### src/rtl/pred_upd_ctrl_if.sv
// Resolve-record, PHT port and GHR repair signals shared between the branch
// update controller and its environment.
interface pred_upd_ctrl_if #(
    parameter int ADDR_W = 32,
    parameter int GHR_W  = 14
);
  logic              res_valid;
  logic              res_ready;
  logic [ADDR_W-1:0] res_addr;
  logic              res_taken;
  logic              res_pred;
  logic [GHR_W-1:0]  res_ghr;
  logic              lk_req;
  logic [GHR_W-1:0]  pht_addr;
  logic              pht_rd_en;
  logic [1:0]        pht_rd_data;
  logic              pht_wr_en;
  logic [1:0]        pht_wr_data;
  logic              ghr_re_en;
  logic [GHR_W-1:0]  ghr_re_data;
  logic              busy;
  logic [15:0]       mispred_cnt;

  modport slave (
    input  res_valid, res_addr, res_taken, res_pred, res_ghr, lk_req, pht_rd_data,
    output res_ready, pht_addr, pht_rd_en, pht_wr_en, pht_wr_data,
           ghr_re_en, ghr_re_data, busy, mispred_cnt
  );

  modport master (
    output res_valid, res_addr, res_taken, res_pred, res_ghr, lk_req, pht_rd_data,
    input  res_ready, pht_addr, pht_rd_en, pht_wr_en, pht_wr_data,
           ghr_re_en, ghr_re_data, busy, mispred_cnt
  );
endinterface

### src/rtl/pred_upd_ctrl.sv
// Branch predictor update controller: queues resolved branches, performs the
// PHT read-modify-write around fetch lookups and issues immediate GHR repairs.
module pred_upd_ctrl #(
    parameter int ADDR_W = 32,
    parameter int GHR_W  = 14,
    parameter int DEPTH  = 4
) (
    input logic           clk,
    input logic           reset,
    pred_upd_ctrl_if.slave bus
);
  localparam int PW = (DEPTH > 1) ? $clog2(DEPTH) : 1;
  localparam int CW = $clog2(DEPTH) + 1;
  localparam logic [CW-1:0] FULL_CNT = CW'(DEPTH);

  typedef enum logic [1:0] {S_IDLE = 2'd0, S_RD = 2'd1, S_WR = 2'd2} state_t;

  // Saturating 2-bit counter step; a saturated counter is rewritten unchanged.
  function automatic logic [1:0] ctr_next(input logic [1:0] c, input logic taken);
    if (taken) ctr_next = (c == 2'd3) ? 2'd3 : c + 2'd1;
    else       ctr_next = (c == 2'd0) ? 2'd0 : c - 2'd1;
  endfunction

  state_t            state_r, state_nxt_s;
  logic [CW-1:0]     count_r;
  logic [PW-1:0]     wr_ptr_r, rd_ptr_r;
  logic              rd_pend_r;
  logic [1:0]        hold_r;
  logic              ghr_re_en_r;
  logic [GHR_W-1:0]  ghr_re_data_r;
  logic [15:0]       mispred_cnt_r;

  logic [ADDR_W-1:0] q_addr_r  [DEPTH];
  logic              q_taken_r [DEPTH];
  logic [GHR_W-1:0]  q_ghr_r   [DEPTH];

  logic              full_s, push_s, pop_s, mis_s;
  logic              rd_en_s, wr_en_s;
  logic [GHR_W-1:0]  addr_s, head_idx_s;
  logic [1:0]        wdata_s, ctr_s;

  assign full_s     = (count_r == FULL_CNT);
  assign push_s     = bus.res_valid && !full_s;
  assign mis_s      = push_s && (bus.res_taken != bus.res_pred);
  assign head_idx_s = q_ghr_r[rd_ptr_r] ^ q_addr_r[rd_ptr_r][GHR_W-1:0];
  // In the WR entry cycle the read data is still on the bus, not yet held.
  assign ctr_s      = rd_pend_r ? bus.pht_rd_data : hold_r;

  // Next-state and PHT strobe decode; lookup requests always win the port.
  always_comb begin
    state_nxt_s = state_r;
    rd_en_s     = 1'b0;
    wr_en_s     = 1'b0;
    addr_s      = '0;
    wdata_s     = 2'd0;
    pop_s       = 1'b0;
    case (state_r)
      S_IDLE: begin
        if (count_r != '0) state_nxt_s = S_RD;
        else               state_nxt_s = S_IDLE;
      end
      S_RD: begin
        if (!bus.lk_req) begin
          rd_en_s     = 1'b1;
          addr_s      = head_idx_s;
          state_nxt_s = S_WR;
        end else begin
          state_nxt_s = S_RD;
        end
      end
      S_WR: begin
        if (!bus.lk_req) begin
          wr_en_s     = 1'b1;
          addr_s      = head_idx_s;
          wdata_s     = ctr_next(ctr_s, q_taken_r[rd_ptr_r]);
          pop_s       = 1'b1;
          state_nxt_s = (count_r != CW'(1)) ? S_RD : S_IDLE;
        end else begin
          state_nxt_s = S_WR;
        end
      end
      default: state_nxt_s = S_IDLE;
    endcase
  end

  // Control state, queue occupancy, read-data hold and mispredict bookkeeping.
  always_ff @(posedge clk or posedge reset) begin
    if (reset) begin
      state_r       <= S_IDLE;
      count_r       <= '0;
      wr_ptr_r      <= '0;
      rd_ptr_r      <= '0;
      rd_pend_r     <= 1'b0;
      hold_r        <= 2'd0;
      ghr_re_en_r   <= 1'b0;
      ghr_re_data_r <= '0;
      mispred_cnt_r <= 16'd0;
    end else begin
      state_r   <= state_nxt_s;
      rd_pend_r <= rd_en_s;
      if (rd_pend_r) hold_r <= bus.pht_rd_data;
      if (push_s) wr_ptr_r <= wr_ptr_r + PW'(1);
      if (pop_s)  rd_ptr_r <= rd_ptr_r + PW'(1);
      case ({push_s, pop_s})
        2'b10:   count_r <= count_r + CW'(1);
        2'b01:   count_r <= count_r - CW'(1);
        default: count_r <= count_r;
      endcase
      ghr_re_en_r <= mis_s;
      if (mis_s) ghr_re_data_r <= {bus.res_ghr[GHR_W-2:0], bus.res_taken};
      if (mis_s && (mispred_cnt_r != 16'hFFFF)) mispred_cnt_r <= mispred_cnt_r + 16'd1;
    end
  end

  // Queue storage; contents are don't-care while the occupancy is zero.
  always_ff @(posedge clk) begin
    if (push_s) begin
      q_addr_r[wr_ptr_r]  <= bus.res_addr;
      q_taken_r[wr_ptr_r] <= bus.res_taken;
      q_ghr_r[wr_ptr_r]   <= bus.res_ghr;
    end
  end

  assign bus.res_ready   = !full_s;
  assign bus.pht_rd_en   = rd_en_s;
  assign bus.pht_wr_en   = wr_en_s;
  assign bus.pht_addr    = addr_s;
  assign bus.pht_wr_data = wdata_s;
  assign bus.ghr_re_en   = ghr_re_en_r;
  assign bus.ghr_re_data = ghr_re_data_r;
  assign bus.mispred_cnt = mispred_cnt_r;
  assign bus.busy        = (count_r != '0) || (state_r != S_IDLE);
endmodule
### src/flat_wrapper.sv
// flat-port wrapper written by rule: the top's interface ports become plain ports
module pred_upd_ctrl_flat 
#(
    parameter int ADDR_W = 32,
    parameter int GHR_W  = 14,
    parameter int DEPTH  = 4
)
  (clk, reset, bus_res_valid, bus_res_addr, bus_res_taken, bus_res_pred, bus_res_ghr, bus_lk_req, bus_pht_rd_data, bus_res_ready, bus_pht_addr, bus_pht_rd_en, bus_pht_wr_en, bus_pht_wr_data, bus_ghr_re_en, bus_ghr_re_data, bus_busy, bus_mispred_cnt);
  pred_upd_ctrl_if #(.ADDR_W(ADDR_W), .GHR_W(GHR_W)) bus_i ();
  input logic clk;
  input logic reset;
  input wire logic [$bits(bus_i.res_valid)-1:0] bus_res_valid;
  input wire logic [$bits(bus_i.res_addr)-1:0] bus_res_addr;
  input wire logic [$bits(bus_i.res_taken)-1:0] bus_res_taken;
  input wire logic [$bits(bus_i.res_pred)-1:0] bus_res_pred;
  input wire logic [$bits(bus_i.res_ghr)-1:0] bus_res_ghr;
  input wire logic [$bits(bus_i.lk_req)-1:0] bus_lk_req;
  input wire logic [$bits(bus_i.pht_rd_data)-1:0] bus_pht_rd_data;
  output wire logic [$bits(bus_i.res_ready)-1:0] bus_res_ready;
  output wire logic [$bits(bus_i.pht_addr)-1:0] bus_pht_addr;
  output wire logic [$bits(bus_i.pht_rd_en)-1:0] bus_pht_rd_en;
  output wire logic [$bits(bus_i.pht_wr_en)-1:0] bus_pht_wr_en;
  output wire logic [$bits(bus_i.pht_wr_data)-1:0] bus_pht_wr_data;
  output wire logic [$bits(bus_i.ghr_re_en)-1:0] bus_ghr_re_en;
  output wire logic [$bits(bus_i.ghr_re_data)-1:0] bus_ghr_re_data;
  output wire logic [$bits(bus_i.busy)-1:0] bus_busy;
  output wire logic [$bits(bus_i.mispred_cnt)-1:0] bus_mispred_cnt;
  assign bus_i.res_valid = bus_res_valid;
  assign bus_i.res_addr = bus_res_addr;
  assign bus_i.res_taken = bus_res_taken;
  assign bus_i.res_pred = bus_res_pred;
  assign bus_i.res_ghr = bus_res_ghr;
  assign bus_i.lk_req = bus_lk_req;
  assign bus_i.pht_rd_data = bus_pht_rd_data;
  assign bus_res_ready = bus_i.res_ready;
  assign bus_pht_addr = bus_i.pht_addr;
  assign bus_pht_rd_en = bus_i.pht_rd_en;
  assign bus_pht_wr_en = bus_i.pht_wr_en;
  assign bus_pht_wr_data = bus_i.pht_wr_data;
  assign bus_ghr_re_en = bus_i.ghr_re_en;
  assign bus_ghr_re_data = bus_i.ghr_re_data;
  assign bus_busy = bus_i.busy;
  assign bus_mispred_cnt = bus_i.mispred_cnt;
  pred_upd_ctrl #(.ADDR_W(ADDR_W), .GHR_W(GHR_W), .DEPTH(DEPTH)) u_core (.clk(clk), .reset(reset), .bus(bus_i));
endmodule
### config.mk
export PLATFORM = sky130hd
export DESIGN_NAME = pred_upd_ctrl_flat
export DESIGN_NICKNAME = d
export VERILOG_FILES = /design/src/rtl/pred_upd_ctrl_if.sv /design/src/rtl/pred_upd_ctrl.sv /design/src/flat_wrapper.sv
export SDC_FILE = /design/constraint.sdc
export NUM_CORES = 1
export LEC_CHECK = 0
export ABC_AREA = 1
export CORE_ASPECT_RATIO = 1.5
export CORE_MARGIN = 2
export CORE_UTILIZATION = 54
export CTS_CLUSTER_SIZE = 40
export DETAILED_ROUTE_END_ITERATION = 7
export PLACE_DENSITY = 0.78
export SYNTH_ARGS = -nofsm -noshare
export SYNTH_HDL_FRONTEND = slang
export SYNTH_SLANG_ARGS = --single-unit
### constraint.sdc
create_clock -name clk -period 3.8 [get_ports clk]
set_input_delay 0.95 -clock clk [delete_from_list [all_inputs] [get_ports clk]]
set_output_delay 0.95 -clock clk [all_outputs]
set_load 0.02 [all_outputs]
---- Word level (Yosys, flattened, before mapping) ----
Memory sizes are Yosys's and may differ from the RTL's.
Index checks and enable logic that the tools add are counted.
cells by class
  bitwise gates (word level) .............. 1
  mux-type cells .......................... 19
  $add $sub $neg .......................... 7
  eq/ne operators ......................... 9
  reductions and logical operators ........ 11
operator list
  operator                                             count
  2-to-1 mux 14 bit                                    2
  adder 16 x 1 -> 16 bit, second input constant        1
  2-to-1 mux 2 bit                                     8
  != test 16 bit, second input constant                1
  XOR 14 bit                                           1
  2-to-1 mux 1 bit                                     7
  adder 2 x 1 -> 2 bit, second input constant          3
  equality test 2 bit, second input constant           3
  case mux 2 bit (3 select lines)                      1
  case mux 3 bit (2 select lines)                      1
  equality test 2 x 1 -> 1 bit, second input constant  2
  logical NOT 2 bit                                    2
  nonzero test 2 bit                                   2
  adder 3 x 1 -> 3 bit, second input constant          1
  equality test 3 bit, second input constant           1
  logical AND 1 bit                                    3
  != test 3 x 1 -> 1 bit, second input constant        1
  nonzero test 3 bit                                   1
  subtractor 3 x 1 -> 3 bit, second input constant     1
  OR reduction 2 bit                                   1
  subtractor 2 x 1 -> 2 bit, second input constant     1
  logical NOT 1 bit                                    1
  logical OR 1 bit                                     1
  != test 1 bit                                        1
word-level totals
  memories kept ........................... 3
  word-level logic and storage cells ...... 59
  bits in writable memories ............... 188
  input bits .............................. 54
  register bits ........................... 43
  output and inout bits ................... 51
memory list
  memory            words  bits a word  rd ports  clocked after memory_dff  write ports  RTL line             text
  u_core.q_addr_r   4      32           1         0                         1            pred_upd_ctrl.sv:33  logic [ADDR_W-1:0] q_addr_r [DEPTH];
  u_core.q_ghr_r    4      14           1         0                         1            pred_upd_ctrl.sv:35  logic [GHR_W-1:0] q_ghr_r [DEPTH];
  u_core.q_taken_r  4      1            1         0                         1            pred_upd_ctrl.sv:34  logic q_taken_r [DEPTH];

---- Longest topological paths before layout ----
  depth in word-level cells ............... 6
  depth in mapped cells ................... 10
  gate-level depth less buffers ........... 10

---- Worst setup path after synthesis ----
No wires, ideal clock.
  path type ............................... input -> register
  start point ............................. input port bus_res_valid
  end point ............................... memory u_core.q_addr_r[0][0], enable pin
  library setup time ...................... 415 ps
  path slack .............................. 848 ps
  path buffers ............................ 0
  data arrival time ....................... 2538 ps
  stages .................................. 4
  path through ............................ inv_1 a21oi_4 inv_1 nor2_1
between the ends
  word-level cells in the longest chain between the ends .. 3
RTL lines
  element                                 RTL line              text
  from (decl)                             flat_wrapper.sv:12    input wire logic [$bits(bus_i.res_valid)-1:0] bus_res_valid;
  logical AND 1 bit                       pred_upd_ctrl.sv:43   assign push_s = bus.res_valid && !full_s;
  2-to-1 mux 1 bit                        pred_upd_ctrl.sv:117  if (push_s) begin
  2-to-1 mux 1 bit (not written as such)  pred_upd_ctrl.sv:118  q_addr_r[wr_ptr_r] <= bus.res_addr;
  to (decl)                               pred_upd_ctrl.sv:33
No other way between the ends.

---- Worst setup path after layout ----
  start point ............................. input port bus_lk_req
  end point ............................... output port bus_pht_addr[4]
between the ends
  word-level cells in the longest chain between the ends .. 2
RTL lines
  element            RTL line                                  text
  from (decl)        flat_wrapper.sv:17                        input wire logic [$bits(bus_i.lk_req)-1:0] bus_lk_req;
  2-to-1 mux 14 bit  pred_upd_ctrl.sv:63, pred_upd_ctrl.sv:72
  2-to-1 mux 14 bit  -
  to (decl)          flat_wrapper.sv:20                        output wire logic [$bits(bus_i.pht_addr)-1:0] bus_pht_addr;
No other way between the ends.

==> flow_metrics.tcl <==
set metrics [dict create \
    status "completed" \
    synth.cell_area_um2 7040 \
    cts_hold_buffers 0 \
    clkSinkCount 159 \
    die_h_um 144 \
    cts_buffers 17 \
    cts_buffer_depth 2 \
    finalCriticalPeriod_ps 3560 \
    synth-edff-count 116 \
    track_usage_pct 22.6 \
    synth_common_cells "nand2_1, nor2_1, edfxtp_1, o21ai_0, inv_1" \
    setup_ws_ps 241 \
    cts_root_buf "clkbuf_16" \
    die_area_um2 14000 \
    clk_pin_slew_ps 60 \
    dpl_cell_area_um2 8070 \
    p_sw_mw 2.46 \
    pin_count 105 \
    worst_pin_slew_ps 908 \
    peakVddDrop_mv 0.554 \
    crit_fanout 14 \
    tns_ps 0 \
    antenna_found_initial 0 \
    ys_seq_area_share_pct 64.8 \
    grt_start_max_net_pins 75 \
    gp_congestion 0.861 \
    ys_warn_count 0 \
    syn_avg_cell_area_um2 10.0 \
    cap_violations 0 \
    io_buffers 86 \
    cts_max_level 4 \
    seq_power_share_pct 37.7 \
    async_flop_share_pct 27.0 \
    cts_tree "done" \
    syn-instance-count 702 \
    clockPowerShare_pct 24.4 \
    synth_top_area_share_pct 49.5 \
    ys_types 26 \
    ys_seq_elements 159 \
    clock_skew_ps 4.88 \
    yosysMostFrequentCell "nand2_1" \
    gr-total-overflow 0 \
    drive_above_1_share_pct 7.90 \
    cellPowerDensity_nw_per_um2 761 \
    drc 0 \
    synthFlopType "edfxtp_1" \
    worst_ep_arrival_time_ps 2610 \
    rsz0062_at_grt "no" \
    rows 51 \
    vias_per_cell 5.24 \
    cp-start-kind "primary input" \
    crit_path_end_kind "output port" \
    stdcell_count 969 \
    p_sw_share_pct 37.4 \
    hold_class "flop to flop" \
    antennaDiodeCount 0 \
    dp.cells 937 \
    synth_nets 770 \
    netlist_top_cells_area "edfxtp_1, dfrtp_1, nand2_1, nor2_1, o21ai_0" \
    clkLatencyLatePin_ps 420 \
    final_area_um2 8640 \
    slew_viol_final 0 \
    critPathKind "primary input to output port" \
    yosys.area.top_type "edfxtp_1" \
    dr.pass1.iters 5 \
    p_leak_nw 3.52 \
    layout.nets 865 \
    initial_core_util_pct 54.9 \
    post-cts-setup-buffers 0 \
    antenna_left 0 \
    maxSlewHeadroom_pct 39.4 \
    avgRoutedWirePerCell_um 15.8 \
    fin_crit_sh_pct 93.7 \
    dpl.hpwl_um 9820 \
    grt_pass1_vias 5158 \
    die_w_um 97.2 \
    ctsResizeCount 0 \
    fin_util_pct 67.4 \
    required_ps 2850 \
    max_freq_ghz 0.281 \
    coreArea_um2 12800 \
    grt_pass1_wl_um 24500 \
    drt_iter0_drc 344 \
    intPower_mw 4.12 \
    hold_violations 0 \
    pwr-share-comb_pct 38.0 \
    finalSetupViolations 0 \
    routed-via-count 5079 \
    syn_to_final_growth_pct 22.9 \
    place_ws_ps 241 \
    drt-total-wl_um 15300 \
]
==> worst max-delay path: stages <==
cell             delay, ps
clkdlybuf4s50_1        430
nor2_1                 200
buf_12                 180
nand2_1                 70
nor2_1                 150
clkdlybuf4s50_1        630
==> per-stage QoR <==
stage | total power [mW] | hold slack (ps)
floorplan | 4.08 | 475
global placement | 4.85 | 463
detailed placement | 4.99 | 468
CTS | 6.60 | 484
global route | 6.98 | 508
finish | 6.57 | 484
==> power by group through the flow <==
stage	registers, mW	clock network, mW	logic [mW]
after floorplan	2.58	0	1.51
after global placement	2.48	0	2.38
after detailed placement	2.50	0	2.49
after CTS	2.47	1.61	2.51
after global routing	2.51	1.70	2.77
final	2.48	1.60	2.50
==> path summary, 6_finish.rpt <==
| check | startpoint | endpoint | slack (ps) | cells after the start |
|---|---|---|---|---|
| setup / recovery | bus_lk_req | bus_pht_addr[4] | 240 | 6 |
| hold / removal | u_core.bus.ghr_re_data[1]$_DFFE_PP0P_ | u_core.bus.ghr_re_data[1]$_DFFE_PP0P_ | 480 | 2 |
| setup reg to reg | u_core.count_r[0]$_DFFE_PP0P_ | u_core.count_r[2]$_DFFE_PP0P_ | 1680 | 10 |
| hold reg to reg | u_core.bus.ghr_re_data[1]$_DFFE_PP0P_ | u_core.bus.ghr_re_data[1]$_DFFE_PP0P_ | 480 | 2 |
| max in group asynchronous | reset | u_core.rd_ptr_r[0]$_DFFE_PP0P_ | 2120 | 2 |
| min in group asynchronous | reset | u_core.hold_r[0]$_DFF_PP0_ | 1050 | 2 |
==> registers in the layout, indices dropped and copies added (netlist names) <==
name,count
u_core.wr_ptr_r,2
u_core.q_taken_r,4
u_core.rd_pend_r,1
u_core.q_ghr_r,56
u_core.state_r,2
u_core.count_r,3
u_core.bus.ghr_re_en,1
u_core.bus.mispred_cnt,16
u_core.q_addr_r,56
u_core.hold_r,2
u_core.rd_ptr_r,2
u_core.bus.ghr_re_data,14
==> logic make-up after synthesis <==
group | synth area share [%]
AO/OA/AOI/OAI | 6.81
XOR/XNOR | 1.49
adder cells (fa/ha/maj) | 2.49
buffers and inverters | 5.48
flip-flops | 64.8
AND/OR/NAND/NOR | 18.9
==> layout make-up <==
| class | count | area [µm²] |
|---|---|---|
| Clock inverter | 15 | 139 |
| Clock buffer | 17 | 425 |
| Timing Repair Buffer | 99 | 978 |
| Tap cell | 159 | 199 |
| Inverter | 64 | 240 |
| Fill cell | 957 | 4180 |
| Multi-Input combinational cell | 456 | 2100 |
| Sequential cell | 159 | 4560 |
==> cell usage in the layout, fill, tap and decap left out <==
| cell | synthesis | layout |
|---|---|---|
| a21oi_1 | 16 | 16 |
| a21oi_4 | 1 | 1 |
| a31o_2 | 1 | 1 |
| buf_12 | 0 | 1 |
| buf_4 | 4 | 10 |
| buf_6 | 5 | 2 |
| bufinv_16 | 0 | 1 |
| clkbuf_16 | 0 | 17 |
| clkdlybuf4s50_1 | 0 | 86 |
| clkinv_1 | 1 | 2 |
| clkinv_2 | 0 | 3 |
| clkinv_4 | 0 | 4 |
| clkinvlp_4 | 0 | 2 |
| dfrtp_1 | 43 | 42 |
| dfrtp_2 | 0 | 1 |
| edfxtp_1 | 116 | 116 |
| ha_1 | 14 | 14 |
| inv_1 | 61 | 60 |
| inv_2 | 2 | 3 |
| inv_6 | 0 | 2 |
| inv_8 | 0 | 2 |
| nand2_1 | 178 | 178 |
| nand2_2 | 2 | 2 |
| nand2_4 | 1 | 1 |
| nand3_1 | 13 | 13 |
| nand4_1 | 7 | 7 |
| nor2_1 | 138 | 134 |
| nor2_2 | 2 | 6 |
| o21ai_0 | 64 | 64 |
| o21ai_1 | 2 | 2 |
| o21ai_2 | 5 | 5 |
| xnor2_1 | 5 | 5 |
| xor2_1 | 7 | 7 |
==> routing by layer <==
layer | wire, µm | vias up | global-route usage (%)
met5 | 0 | - | 0
met3 | 910 | 31 | 6.32
met1 | 5780 | 2429 | 25.3
li1 | - | 2478 | -
met2 | 8230 | 141 | 40.9
met4 | 345 | 0 | 8.67
No activity file was read; power rests on OpenSTA's default activity.
